`config.mk`:
```
export PLATFORM = sky130hd
export DESIGN_NAME = enemy_vector_draw
export DESIGN_NICKNAME = d
export VERILOG_FILES = /design/src/rtl/enemy_vector_draw.sv
export SDC_FILE = /design/constraint.sdc
export NUM_CORES = 1
export LEC_CHECK = 0
export ABC_CLOCK_PERIOD_IN_PS = 2900
export BUFFER_PORTS_ARGS = -buffer_cell sky130_fd_sc_hd__buf_2
export CAP_MARGIN = 20
export CORE_MARGIN = 2
export CORE_UTILIZATION = 53
export DETAILED_ROUTE_END_ITERATION = 7
export PLACE_DENSITY = 0.81
export SYNTH_ARGS = -nofsm -noshare
export SYNTH_HDL_FRONTEND = slang
export SYNTH_SLANG_ARGS = --single-unit
```
`constraint.sdc`:
```
create_clock -name clk -period 2.9 [get_ports clk]
set_input_delay 0.87 -clock clk [delete_from_list [all_inputs] [get_ports clk]]
set_output_delay 0.87 -clock clk [all_outputs]
set_load 0.01 [all_outputs]
```
`src/rtl/enemy_vector_draw.sv`:
```
// enemy_vector_draw: turns each spawned enemy into a stream of DAC samples.
// Once per frame it walks the shape ROM point list of every live enemy in
// index order (1, 2, 3). Each point is offset by the enemy position and
// saturated to the DAC range.
//
// Sample handshake: a sample is offered while sample_valid=1. x_out, y_out
// and beam_on are held stable until the cycle where sample_valid and
// sample_ready are both 1. That cycle is the transfer. sample_valid drops on
// the following cycle unless another sample is already registered.
module enemy_vector_draw #(
  parameter int DAC_WIDTH    = 8,
  parameter int ADDRESSWIDTH = 16,
  parameter int Y_ENEMY1     = 200,
  parameter int Y_ENEMY2     = 150,
  parameter int Y_ENEMY3     = 100,
  parameter int MAX_POINTS   = 64
) (
  input  logic                      clk,
  input  logic                      rst_n,
  input  logic                      frame_start,
  input  logic                      spawn_enemy1,
  input  logic                      spawn_enemy2,
  input  logic                      spawn_enemy3,
  input  logic [DAC_WIDTH-1:0]      xenemy1,
  input  logic [DAC_WIDTH-1:0]      xenemy2,
  input  logic [DAC_WIDTH-1:0]      xenemy3,
  input  logic [ADDRESSWIDTH-1:0]   adr_enemy1,
  input  logic [ADDRESSWIDTH-1:0]   adr_enemy2,
  input  logic [ADDRESSWIDTH-1:0]   adr_enemy3,
  output logic [ADDRESSWIDTH-1:0]   rom_adr,
  input  logic [2*DAC_WIDTH+1:0]    rom_data,
  output logic [DAC_WIDTH-1:0]      x_out,
  output logic [DAC_WIDTH-1:0]      y_out,
  output logic                      beam_on,
  output logic                      sample_valid,
  input  logic                      sample_ready,
  output logic                      busy,
  output logic                      frame_done,
  output logic [2:0]                dbg_state
);

  localparam int DW = DAC_WIDTH;
  localparam int AW = ADDRESSWIDTH;
  localparam int PW = (MAX_POINTS > 1) ? $clog2(MAX_POINTS) : 1;

  localparam logic [DW-1:0] YL1      = DW'(Y_ENEMY1);
  localparam logic [DW-1:0] YL2      = DW'(Y_ENEMY2);
  localparam logic [DW-1:0] YL3      = DW'(Y_ENEMY3);
  localparam logic [PW-1:0] CNT_LAST = PW'(MAX_POINTS - 1);

  typedef enum logic [2:0] {
    S_IDLE   = 3'd0,
    S_SELECT = 3'd1,
    S_FETCH  = 3'd2,
    S_WAIT   = 3'd3,
    S_EMIT   = 3'd4
  } state_t;

  state_t state_q, state_d;

  logic [2:0]    spawn_q, spawn_d;
  logic [2:0]    idx_q, idx_d;
  logic [PW-1:0] cnt_q, cnt_d;
  logic [DW-1:0] x_lat_q, x_lat_d;
  logic [DW-1:0] y_lat_q, y_lat_d;
  logic [AW-1:0] base_q, base_d;
  logic          last_q, last_d;
  logic [AW-1:0] rom_adr_q, rom_adr_d;
  logic [DW-1:0] x_q, x_d;
  logic [DW-1:0] y_q, y_d;
  logic          beam_q, beam_d;
  logic          valid_q, valid_d;
  logic          busy_q, busy_d;
  logic          done_q, done_d;

  // ROM word fields
  logic          rom_last;
  logic          rom_beam;
  logic [DW-1:0] rom_dx;
  logic [DW-1:0] rom_dy;

  assign rom_last = rom_data[2*DW+1];
  assign rom_beam = rom_data[2*DW];
  assign rom_dx   = rom_data[2*DW-1:DW];
  assign rom_dy   = rom_data[DW-1:0];

  // Offset the latched position by the ROM delta, clamping at full scale
  logic [DW:0]   sum_x, sum_y;
  logic [DW-1:0] x_sat, y_sat;

  assign sum_x = {1'b0, x_lat_q} + {1'b0, rom_dx};
  assign sum_y = {1'b0, y_lat_q} + {1'b0, rom_dy};
  assign x_sat = sum_x[DW] ? {DW{1'b1}} : sum_x[DW-1:0];
  assign y_sat = sum_y[DW] ? {DW{1'b1}} : sum_y[DW-1:0];

  // The shape ends on its last-point flag or when the point limit is reached
  logic shape_end;
  assign shape_end = last_q || (cnt_q == CNT_LAST);

  logic [PW-1:0] cnt_next;
  assign cnt_next = cnt_q + PW'(1);

  logic accept;
  assign accept = valid_q && sample_ready;

  // Pick the lowest live enemy at or after the current index
  logic          found;
  logic [2:0]    found_idx;
  logic [DW-1:0] sel_x;
  logic [DW-1:0] sel_y;
  logic [AW-1:0] sel_adr;

  // Enemy selector: priority search over the spawn snapshot
  always_comb begin
    found     = 1'b0;
    found_idx = 3'd0;
    sel_x     = xenemy1;
    sel_y     = YL1;
    sel_adr   = adr_enemy1;
    if ((idx_q <= 3'd1) && spawn_q[0]) begin
      found     = 1'b1;
      found_idx = 3'd1;
    end else if ((idx_q <= 3'd2) && spawn_q[1]) begin
      found     = 1'b1;
      found_idx = 3'd2;
      sel_x     = xenemy2;
      sel_y     = YL2;
      sel_adr   = adr_enemy2;
    end else if ((idx_q <= 3'd3) && spawn_q[2]) begin
      found     = 1'b1;
      found_idx = 3'd3;
      sel_x     = xenemy3;
      sel_y     = YL3;
      sel_adr   = adr_enemy3;
    end
  end

  // State register
  always_ff @(posedge clk or negedge rst_n) begin
    if (!rst_n) begin
      state_q <= S_IDLE;
    end else begin
      state_q <= state_d;
    end
  end

  // Next-state logic
  always_comb begin
    state_d = state_q;
    case (state_q)
      S_IDLE:   if (frame_start) state_d = S_SELECT;
      S_SELECT: state_d = found ? S_FETCH : S_IDLE;
      S_FETCH:  state_d = S_WAIT;
      S_WAIT:   state_d = S_EMIT;
      S_EMIT:   if (accept) state_d = shape_end ? S_SELECT : S_FETCH;
      default:  state_d = S_IDLE;
    endcase
  end

  // Datapath and output next values, per state
  always_comb begin
    spawn_d   = spawn_q;
    idx_d     = idx_q;
    cnt_d     = cnt_q;
    x_lat_d   = x_lat_q;
    y_lat_d   = y_lat_q;
    base_d    = base_q;
    last_d    = last_q;
    rom_adr_d = rom_adr_q;
    x_d       = x_q;
    y_d       = y_q;
    beam_d    = beam_q;
    valid_d   = valid_q;
    busy_d    = busy_q;
    done_d    = 1'b0;
    case (state_q)
      S_IDLE: begin
        if (frame_start) begin
          spawn_d = {spawn_enemy3, spawn_enemy2, spawn_enemy1};
          busy_d  = 1'b1;
          idx_d   = 3'd1;
        end
      end
      S_SELECT: begin
        if (found) begin
          x_lat_d   = sel_x;
          y_lat_d   = sel_y;
          base_d    = sel_adr;
          idx_d     = found_idx;
          cnt_d     = '0;
          rom_adr_d = sel_adr;
        end else begin
          done_d = 1'b1;
          busy_d = 1'b0;
        end
      end
      S_WAIT: begin
        x_d     = x_sat;
        y_d     = y_sat;
        beam_d  = rom_beam;
        last_d  = rom_last;
        valid_d = 1'b1;
      end
      S_EMIT: begin
        if (accept) begin
          valid_d = 1'b0;
          if (shape_end) begin
            idx_d = idx_q + 3'd1;
          end else begin
            cnt_d     = cnt_next;
            rom_adr_d = base_q + AW'(cnt_next);
          end
        end
      end
      default: ;
    endcase
  end

  // Datapath and output registers
  always_ff @(posedge clk or negedge rst_n) begin
    if (!rst_n) begin
      spawn_q   <= '0;
      idx_q     <= 3'd1;
      cnt_q     <= '0;
      x_lat_q   <= '0;
      y_lat_q   <= '0;
      base_q    <= '0;
      last_q    <= 1'b0;
      rom_adr_q <= '0;
      x_q       <= '0;
      y_q       <= '0;
      beam_q    <= 1'b0;
      valid_q   <= 1'b0;
      busy_q    <= 1'b0;
      done_q    <= 1'b0;
    end else begin
      spawn_q   <= spawn_d;
      idx_q     <= idx_d;
      cnt_q     <= cnt_d;
      x_lat_q   <= x_lat_d;
      y_lat_q   <= y_lat_d;
      base_q    <= base_d;
      last_q    <= last_d;
      rom_adr_q <= rom_adr_d;
      x_q       <= x_d;
      y_q       <= y_d;
      beam_q    <= beam_d;
      valid_q   <= valid_d;
      busy_q    <= busy_d;
      done_q    <= done_d;
    end
  end

  assign rom_adr      = rom_adr_q;
  assign x_out        = x_q;
  assign y_out        = y_q;
  assign beam_on      = beam_q;
  assign sample_valid = valid_q;
  assign busy         = busy_q;
  assign frame_done   = done_q;
  assign dbg_state    = state_q;

endmodule

```
* After elaboration in Yosys (flattened, before gate mapping)
Index checks and enable logic that the tools add are counted.
Word-level totals: word-level logic and storage cells 92, flip-flop bits (word level) 84
Operators by class: mux-type cells 41, add/subtract/negate cells 5, eq/ne operators 11, magnitude comparators 3, reductions and logical operators 17
Operators with widths (count):
- $mux 16 | 6
- $mux 8 | 8
- $pmux 16 s2 | 1
- $add 8x8->9 | 2
- $mux 6 | 3
- $add 16x6->16 | 1
- $mux 3 | 5
- $pmux 3 s5 | 1
- $ne 2x2->1 const B | 6
- $pmux 6 s2 | 1
- $mux 2 | 5
- $pmux 3 s3 | 1
- $mux 1 | 8
- $reduce_and 2->1 | 4
- $add 6x1->6 const B | 1
- $eq 3x2->1 const B | 2
- $eq 6x6->1 const B | 1
- $le 3x2->1 const B | 2
- $reduce_bool 2->1 | 3
- $reduce_and 5->1 | 1
- $logic_and 1x1->1 | 4
- $pmux 1 s2 | 2
- $reduce_and 4->1 | 1
- $add 3x1->3 const B | 1
- 7 further kinds | 7

* Logic depth before layout (Yosys ltp)
Gate-level depths: netlist of the first run.
word-level depth 7, depth in mapped cells 11

* Worst setup path after synthesis of the first run
No wires, ideal clock.
path type input -> register, from in rom_data[8], to reg x_q[0], in the netlist x_out[0], path buffers 0, data required time 2.778 ns, cell stages on the path 8, library setup time 0.122 ns, setup slack 0.193 ns, arrival time 2.585 ns, cell sequence ha_1 > fa_1 > a211oi_1 > o21bai_1 > a21oi_1 > nand3b_1 > nand4b_1 > o22a_1
Between the ends: longest elaborated chain between the ends 2
RTL lines:
- start: declaration | line 31 | input logic [2*DAC_WIDTH+1:0] rom_data,
- $add 8x8->9 | line 91 | assign sum_x = {1'b0, x_lat_q} + {1'b0, rom_dx};
- $mux 8 | line 93 | assign x_sat = sum_x[DW] ? {DW{1'b1}} : sum_x[DW-1:0];
- end signal: assignment | line 230 | x_q <= '0;
- end signal: assignment | line 245 | x_q <= x_d;
- end: declaration | line 69 | logic [DW-1:0] x_q, x_d;
Every way passes these cells. A chain may end at the register's enable or synchronous reset.

* Worst setup path in the final report of the first run
from reg cnt_q[0], to reg rom_adr_q[13], in the netlist rom_adr[13]
Between the ends: longest elaborated chain between the ends 5, elaborated cells between the ends (all ways) 9, classes of those cells 2 x add/sub; 2 x eq/ne; 3 x mux; 2 x reduce/logical
RTL lines:
- start: declaration | line 63 | logic [PW-1:0] cnt_q, cnt_d;
- start signal: assignment | line 239 | cnt_q <= cnt_d;
- $add 6x1->6 | line 101 | assign cnt_next = cnt_q + PW'(1);
- $add 16x6->16 | line 211 | rom_adr_d = base_q + AW'(cnt_next);
- $mux 16 | line 207 | if (shape_end) begin
- $mux 16 | line 205 | if (accept) begin
- $pmux 16 s2 | line 176 | case (state_q)
- end signal: assignment | line 244 | rom_adr_q <= rom_adr_d;
- end: declaration | line 68 | logic [AW-1:0] rom_adr_q, rom_adr_d;
Several ways; a longest one is shown, not always the timed one. The select of a mux whose other input is x is not followed.

==> results of run 1 <==
==> Yosys cell counts, types with 3 or more instances <==
cell                       number  area (um^2)
sky130_fd_sc_hd__o211ai_1       5        37.54
sky130_fd_sc_hd__mux2i_1        3        30.03
sky130_fd_sc_hd__o21ai_0       56        280.3
sky130_fd_sc_hd__nor3_1         8        40.04
sky130_fd_sc_hd__buf_1          3        11.26
sky130_fd_sc_hd__nor2b_1        4        25.02
sky130_fd_sc_hd__o21a_1         4        30.03
sky130_fd_sc_hd__a21oi_1       17        85.08
sky130_fd_sc_hd__xnor2_1       16        140.1
sky130_fd_sc_hd__nand3_1        8        40.04
sky130_fd_sc_hd__ha_1          27        337.8
sky130_fd_sc_hd__clkbuf_1      13        48.80
sky130_fd_sc_hd__a221oi_1       3        26.28
sky130_fd_sc_hd__nor2_1        33        123.9
sky130_fd_sc_hd__o22ai_1       27        168.9
sky130_fd_sc_hd__a31oi_1        6        37.54
sky130_fd_sc_hd__a211oi_1       8        60.06
sky130_fd_sc_hd__o22a_1        20        175.2
sky130_fd_sc_hd__inv_1         14        52.55
sky130_fd_sc_hd__o21ai_1        3        15.01
sky130_fd_sc_hd__buf_2         13        65.06
sky130_fd_sc_hd__fa_1           3        60.06
sky130_fd_sc_hd__nand2b_1       6        37.54
sky130_fd_sc_hd__nand2_1       72        270.3
sky130_fd_sc_hd__a21o_1         7        52.55
sky130_fd_sc_hd__dfrtp_1       81         2027
sky130_fd_sc_hd__xor2_1         6        52.55
sky130_fd_sc_hd__and3_1         6        37.54
sky130_fd_sc_hd__mux2_2         8        90.09
sky130_fd_sc_hd__nand4_1        4        25.02
==> where the power goes <==
group / internal, uW / switching [uW]
Sequential: 1670 / 410
Combinational: 1600 / 2290
Clock: 396 / 417
Total: 3670 / 3120
==> what timing repair did <==
action,4_1_cts,5_1_grt
resized for setup,0,4
setup endpoints to repair,0,3
setup buffers,0,1
==> metal layers <==
layer / vias up / GRT usage / part of all wire
met3: 18 / 0.04735 / 0.070
met5: - / 0 / 0
met2: 185 / 0.4569 / 0.48
met4: 0 / 0.08535 / 0.018
met1: 2206 / 0.3592 / 0.43
li1: 2174 / - / -
==> stage by stage <==
step | util | worst slack (ns)
final | 0.6679 | 0.1342
after global routing | 0.6679 | -0.01340
after CTS | 0.6650 | 0.1271
after detailed placement | 0.6438 | -0.1807
after global placement | 0.6438 | -0.06248
after floorplan | - | 0.1935
==> layout make-up <==
class	instances	area share
tap	108	0.02297
multi-input combinational	400	0.4520
inverter	14	0.008934
clock buffer	11	0.02234
timing repair buffer	149	0.1353
clock inverter	5	0.009360
sequential	82	0.3491
==> flip-flops by register name (all words and copies together) (netlist names), 3 cells and up <==
register   cells
base_q        16
spawn_q        3
cnt_q          6
y_lat_q        6
idx_q          3
rom_adr       16
x_lat_q        8
dbg_state      3
y_out          8
x_out          8
==> kinds of logic (layout without fill, tap and decap cells) <==
group           after synthesis  after routing  share of synthesized area
compound gates              176            176                     0.2353
xor+xnor                     22             22                    0.03964
fa+ha+maj                    30             30                    0.08185
buf+inv                      43            179                    0.03655
flops                        82             82                     0.4224
mux                          13             13                    0.03089
simple gates                159            159                     0.1534
==> worst min path at each step <==
stage                          start          to  slack (ns)  depth (start not counted)
after floorplan            base_q[0]   base_q[0]        0.45                          2
after global placement    x_lat_q[3]  x_lat_q[3]        0.47                          2
after detailed placement  x_lat_q[7]  x_lat_q[7]        0.48                          2
after CTS                      rst_n    y_out[2]        0.48                          1
after global routing           rst_n    y_out[2]        0.48                          1
final                          rst_n    y_out[2]        0.46                          1
==> results.py, run 1 <==
metrics = {
    "die": {
        "floorplan.die_area_um2": 9954,
        "die_boundary_height_um": 99.77,
        "core_area_um2": 8806,
        "ios": 136,
        "placementRows": 34,
        "die_width_um": 99.77,
        "initial_core_util": 0.5520,
    },
    "worst_setup_path": {
        "timing.setup.critical_path_class": "reg -> reg",
        "kind_of_cell_adding_the_most_delay_to_the_critical_path": "compound AO/OA/AOI/OAI gates",
        "critical_path.startpoint": "cnt_q[0]",
        "worstReg2RegStart": "cnt_q[0]",
        "regToRegSetupSlack_ns": 0.13,
        "crit_slowest_cell": "sky130_fd_sc_hd__dfrtp_1",
        "start_kind": "register",
        "reg2regPathDepth": 10,
        "cp_max_fo": 6,
        "worstReg2RegEnd": "rom_adr[13]",
        "critPathCapture": "rom_adr[13]",
        "required_ns": 3.14,
        "timing.critical_path.slowest_cell_delay_ns": 0.44,
        "arrival_ns": 3.01,
        "crit_buf_inv": 0,
        "setup.worst_path.end_class": "register",
        "worstSetupPathDepth": 10,
        "crit_chain": "ha_2, and3_1, xor2_1, ha_1, o211ai_1, o211a_1, nor4bb_2, xnor2_1, a21oi_1, a22o_1",
    },
    "logic_synthesis": {
        "asyncSetResetFlopFracSynth": 1.000,
        "synth.lib_cells_used.distinct": 63,
        "yosysWarnings": 0,
        "ys_seq_elements": 82,
        "synth_flop_cell": "sky130_fd_sc_hd__dfrtp_1",
        "synth-edff-count": 0,
        "syn_area_um2": 4861,
        "post_synth.cell_area_avg_um2": 9.259,
        "post_synth_inst_count": 525,
        "post_synthesis_net_count": 652,
        "sequential_share_of_the_synthesized_area": 0.4224,
    },
    "pwr": {
        "total_power_consumption_uw": 6791,
        "total_leakage_power_uw": 0.002733,
        "worst_ir_drop_vdd_uv": 602.1,
        "power.density_cell_area_nw_per_um2": 1155,
    },
    "routing": {
        "remaining_drc_errors": 0,
        "drt_wl_total_um": 13290,
        "detail_route.wl_per_cell_um": 17.28,
        "routed_via_density": 5.960,
        "initialDrtViolationCount": 191,
        "drt-pass1-iter-count": 5,
        "ant_nets": 0,
        "dr_total_vias": 4583,
    },
    "placement": {
        "globalplace.congestion": 0.8592,
        "post-place-cells": 752,
        "port_buffers": 135,
        "detailed_place.area_um2": 5669,
        "post-dp-hpwl_um": 9886,
    },
    "clock_network": {
        "clock_tree.htree_level_count": 3,
        "cts_root_buffer": "sky130_fd_sc_hd__clkbuf_8",
        "holdBufCountCts": 0,
        "clk-insertion-delay-late_ns": 0.35,
        "tritoncts_buffer_count": 9,
        "clk_pin_slew_ns": 0.08,
        "numClockSinks": 82,
        "cts_max_path_bufs": 2,
        "cts_tree": "yes",
    },
    "global_routing": {
        "grt_first_pass_wirelength_um": 21440,
        "antenna_found_initial": 0,
        "maximum_number_of_pins_on_one_net_before_global_route_repair": 49,
        "grt-ovfl-total": 0,
        "gr-usage-all-layers": 0.2711,
        "vias_in_the_first_global_route": 4417,
    },
    "timing": {
        "holdWs_ns": 0.4646,
        "final_hold_viol_count": 0,
        "maxClockFrequency_mhz": 361.6,
        "report.final.slew_viol_count": 0,
        "final_min_period_over_clock_period": 0.9537,
        "setup_viol": 0,
        "final.min_clock_period_ns": 2.766,
        "final.setup_skew_ns": 0.005593,
        "totalNegativeSetupSlack_ns": 0,
        "worst_slew_pin_slew_ns": 0.8005,
        "relSlewSlack": 0.4657,
    },
    "hold_path": {
        "hold_path.class": "in -> async",
    },
    "final_layout": {
        "antenna-diode-count": 0,
        "drive_above_1_share": 0.2874,
        "nNetsFinal": 783,
        "multi_input_comb_area_um2": 2659,
        "most_frequent_cells_in_the_layout": "134 x sky130_fd_sc_hd__buf_2, 81 x sky130_fd_sc_hd__dfrtp_1, 72 x sky130_fd_sc_hd__nand2_1, 56 x sky130_fd_sc_hd__o21ai_0, 33 x sky130_fd_sc_hd__nor2_1",
        "fin_cells": 769,
        "mostFrequentLayoutCell": "sky130_fd_sc_hd__buf_2",
        "regArea_um2": 2053,
        "flow.area_growth_from_synthesis_pct": 21.00,
        "fillerInstances": 741,
        "layout.cell_area.non_filler_um2": 5882,
    },
    "status": {
        "outcome": "complete, no violations",
    },
    "flow_run": {
        "max-cap-violations": 0,
    },
}
No activity file was read; power rests on OpenSTA's default activity.
==> inputs of run 2 (changes only) <==
ABC_AREA = 1   (was unset)
CORE_UTILIZATION = 54   (was 53)
GPL_ROUTABILITY_DRIVEN = 0   (was unset)
==> results.py, run 2 <==
metrics = {
    "timing": {
        "postLayoutSetupSlackWorst_ns": 0.4363,
        "report.final.slew_viol_count": 0,
        "final.setup_skew_ns": 0.01210,
        "totalNegativeSetupSlack_ns": 0,
        "setup_viol": 0,
        "final_hold_viol_count": 0,
        "maxClockFrequency_mhz": 405.9,
        "final.min_clock_period_ns": 2.464,
        "grt_setup_unrepaired": "no",
        "final_min_period_over_clock_period": 0.8495,
        "worst_slew_pin_slew_ns": 0.7837,
        "relSlewSlack": 0.4769,
    },
    "worst_setup_path": {
        "setup.worst_path.end_class": "register",
        "worstReg2RegStart": "cnt_q[0]",
        "crit_buf_inv": 1,
        "cp_max_fo": 5,
        "critPathCapture": "rom_adr[11]",
        "critical_path.startpoint": "cnt_q[0]",
        "reg2regPathDepth": 13,
        "regToRegSetupSlack_ns": 0.44,
        "worstSetupPathDepth": 13,
        "timing.critical_path.slowest_cell_delay_ns": 0.41,
        "start_kind": "register",
        "required_ns": 3.15,
        "crit_chain": "ha_1, nand3_1, xor2_1, inv_1, ha_1, a21oi_1, nor2_1, nor2_1, nand2_1, nand3_1, nand3_1, nand3_1, nand2_1",
        "arrival_ns": 2.71,
        "crit_slowest_cell": "sky130_fd_sc_hd__dfrtp_1",
        "critical-path-top-cell-by-count": "sky130_fd_sc_hd__nand3_1",
        "worstReg2RegEnd": "rom_adr[11]",
        "kind_of_cell_adding_the_most_delay_to_the_critical_path": "simple AND/OR/NAND/NOR gates",
        "timing.setup.critical_path_class": "reg -> reg",
    },
    "die": {
        "placementRows": 35,
        "core_area_um2": 9328,
        "die_width_um": 102.6,
        "floorplan.die_area_um2": 10530,
        "ios": 136,
        "die_boundary_height_um": 102.6,
        "initial_core_util": 0.5632,
    },
    "final_layout": {
        "nNetsFinal": 964,
        "drive_above_1_share": 0.2173,
        "most_frequent_cells_in_the_layout": "243 x sky130_fd_sc_hd__nand2_1, 134 x sky130_fd_sc_hd__buf_2, 81 x sky130_fd_sc_hd__dfrtp_1, 70 x sky130_fd_sc_hd__nand3_1, 62 x sky130_fd_sc_hd__inv_1",
        "antenna-diode-count": 0,
        "flow.area_growth_from_synthesis_pct": 17.96,
        "utilization": 0.6644,
        "fillerInstances": 800,
        "regArea_um2": 2053,
        "mostFrequentLayoutCell": "sky130_fd_sc_hd__nand2_1",
        "multi_input_comb_area_um2": 2794,
    },
    "routing": {
        "detail_route.wl_per_cell_um": 13.82,
        "dr_total_vias": 5210,
        "initialDrtViolationCount": 270,
        "ant_nets": 0,
        "drt-pass1-iter-count": 5,
        "routed_via_density": 5.366,
        "remaining_drc_errors": 0,
        "drt_wl_total_um": 13420,
    },
    "logic_synthesis": {
        "most_common_cell_in_the_netlist": "sky130_fd_sc_hd__nand2_1",
        "yosysWarnings": 0,
        "post_synth_inst_count": 710,
        "synth_commonest_cells": "243 x sky130_fd_sc_hd__nand2_1, 81 x sky130_fd_sc_hd__dfrtp_1, 70 x sky130_fd_sc_hd__nand3_1, 62 x sky130_fd_sc_hd__inv_1, 45 x sky130_fd_sc_hd__nor2_1",
        "syn_area_um2": 5254,
        "synth_top_area_frac": 0.3858,
        "synth_flop_cell": "sky130_fd_sc_hd__dfrtp_1",
        "yosys-top-cells-area": "sky130_fd_sc_hd__dfrtp_1 39%, sky130_fd_sc_hd__nand2_1 17%, sky130_fd_sc_hd__nand3_1 6.7%, sky130_fd_sc_hd__ha_1 6.4%, sky130_fd_sc_hd__inv_1 4.4%",
        "post_synth.cell_area_avg_um2": 7.400,
        "synth-edff-count": 0,
        "ys_seq_elements": 82,
        "synth_area_leader_cell": "sky130_fd_sc_hd__dfrtp_1",
        "sequential_share_of_the_synthesized_area": 0.3908,
        "synth.lib_cells_used.distinct": 42,
        "asyncSetResetFlopFracSynth": 1.000,
        "post_synthesis_net_count": 837,
    },
    "clock_network": {
        "numClockSinks": 82,
        "tritoncts_buffer_count": 9,
        "cts_root_buffer": "sky130_fd_sc_hd__clkbuf_8",
        "clk_pin_slew_ns": 0.08,
        "clock_tree.htree_level_count": 3,
        "cts_max_path_bufs": 2,
        "post_cts_buffers": 0,
        "clk-insertion-delay-late_ns": 0.36,
        "holdBufCountCts": 0,
        "post_cts_resize_count": 0,
        "cts_tree": "yes",
    },
    "global_routing": {
        "grt_first_pass_wirelength_um": 22110,
        "gr-usage-all-layers": 0.2650,
        "grt-ovfl-total": 0,
        "antenna_found_initial": 0,
        "vias_in_the_first_global_route": 4986,
        "maximum_number_of_pins_on_one_net_before_global_route_repair": 43,
    },
    "pwr": {
        "net_sw_power_uw": 3260,
        "total_power_consumption_uw": 6737,
        "portion_of_total_power_attributed_to_the_clock_network": 0.129,
        "switching_share_of_power": 0.4839,
        "seq_pwr_share": 0.297,
        "combPwrFrac": 0.575,
        "worst_ir_drop_vdd_uv": 854.1,
        "cellInternalPower_uw": 3477,
        "total_leakage_power_uw": 0.003315,
        "power.density_cell_area_nw_per_um2": 1087,
    },
    "placement": {
        "post-dp-hpwl_um": 10030,
        "dpl_worst_slack_ns": 0.3968,
        "port_buffers": 135,
    },
    "status": {
        "outcome": "complete, no violations",
    },
    "flow_run": {
        "max-cap-violations": 0,
    },
    "hold_path": {
        "hold_path.class": "reg -> reg",
    },
}
## run 2: power by group through the flow
| stage | Sequential [uW] | Clock (uW) | Combinational [uW] |
|---|---|---|---|
| 6_report | 2000 | 867 | 3870 |
| 5_1_grt | 2050 | 929 | 4400 |
| 4_1_cts | 1990 | 875 | 3890 |
| 3_5_place_dp | 2010 | 0 | 3870 |
| 3_3_place_gp | 1990 | 0 | 3710 |
| 2_1_floorplan | 2070 | 0 | 2860 |
## run 2: stage by stage
| step | instances | hold slack (ns) | area (um^2) |
|---|---|---|---|
| after global routing | 971 | 0.5061 | 6197 |
| after CTS | 971 | 0.4808 | 6197 |
| after detailed placement | 955 | 0.4621 | 5992 |
| after global placement | 955 | 0.4490 | 5992 |
| after floorplan | 710 | 0.4528 | 5254 |
| final | 971 | 0.4721 | 6197 |
## run 2: worst min-delay path by stage
stage | startpoint | to | slack [ns] | cells past startpoint
4_1_cts | beam_on | beam_on | 0.48 | 2
3_5_place_dp | beam_on | beam_on | 0.46 | 2
5_1_grt | rom_adr[7] | rom_adr[7] | 0.51 | 2
2_1_floorplan | base_q[0] | base_q[0] | 0.45 | 2
3_3_place_gp | beam_on | beam_on | 0.45 | 2
6_report | beam_on | beam_on | 0.47 | 2
## run 2: cells by family after synthesis
| family | count (synthesis) | share of synthesized area |
|---|---|---|
| muxes | 3 | 0.006430 |
| DFF | 82 | 0.3908 |
| buffers and inverters | 93 | 0.07787 |
| AOI/OAI and AO/OA | 84 | 0.08860 |
| adders and majority gates | 30 | 0.07573 |
| xor gates and xnor gates | 16 | 0.02667 |
| and+or+nand+nor | 402 | 0.3339 |
## run 2: metal layers
metal,global-route usage,share of wire,vias up
met3,0.03458,0.061,30
met4,0.09846,0.018,0
met2,0.4701,0.49,184
li1,-,-,2560
met5,0,0,-
met1,0.3297,0.43,2436
## run 2: worst reg2reg max path: stages, from the launching register on
cell,delay (ns)
sky130_fd_sc_hd__dfrtp_1,0.41
sky130_fd_sc_hd__ha_1,0.23
sky130_fd_sc_hd__nand3_1,0.15
sky130_fd_sc_hd__xor2_1,0.16
sky130_fd_sc_hd__inv_1,0.08
sky130_fd_sc_hd__ha_1,0.33
sky130_fd_sc_hd__a21oi_1,0.28
sky130_fd_sc_hd__nor2_1,0.07
sky130_fd_sc_hd__nor2_1,0.13
sky130_fd_sc_hd__nand2_1,0.15
sky130_fd_sc_hd__nand3_1,0.13
sky130_fd_sc_hd__nand3_1,0.09
sky130_fd_sc_hd__nand3_1,0.10
sky130_fd_sc_hd__nand2_1,0.05
## run 2: cell type report
cell class | instances | share of cell area
Sequential cell | 82 | 0.3313
Clock buffer | 12 | 0.02504
Clock inverter | 4 | 0.008076
Multi-Input combinational cell | 535 | 0.4508
Tap cell | 129 | 0.02604
Inverter | 70 | 0.04240
Timing Repair Buffer | 139 | 0.1163
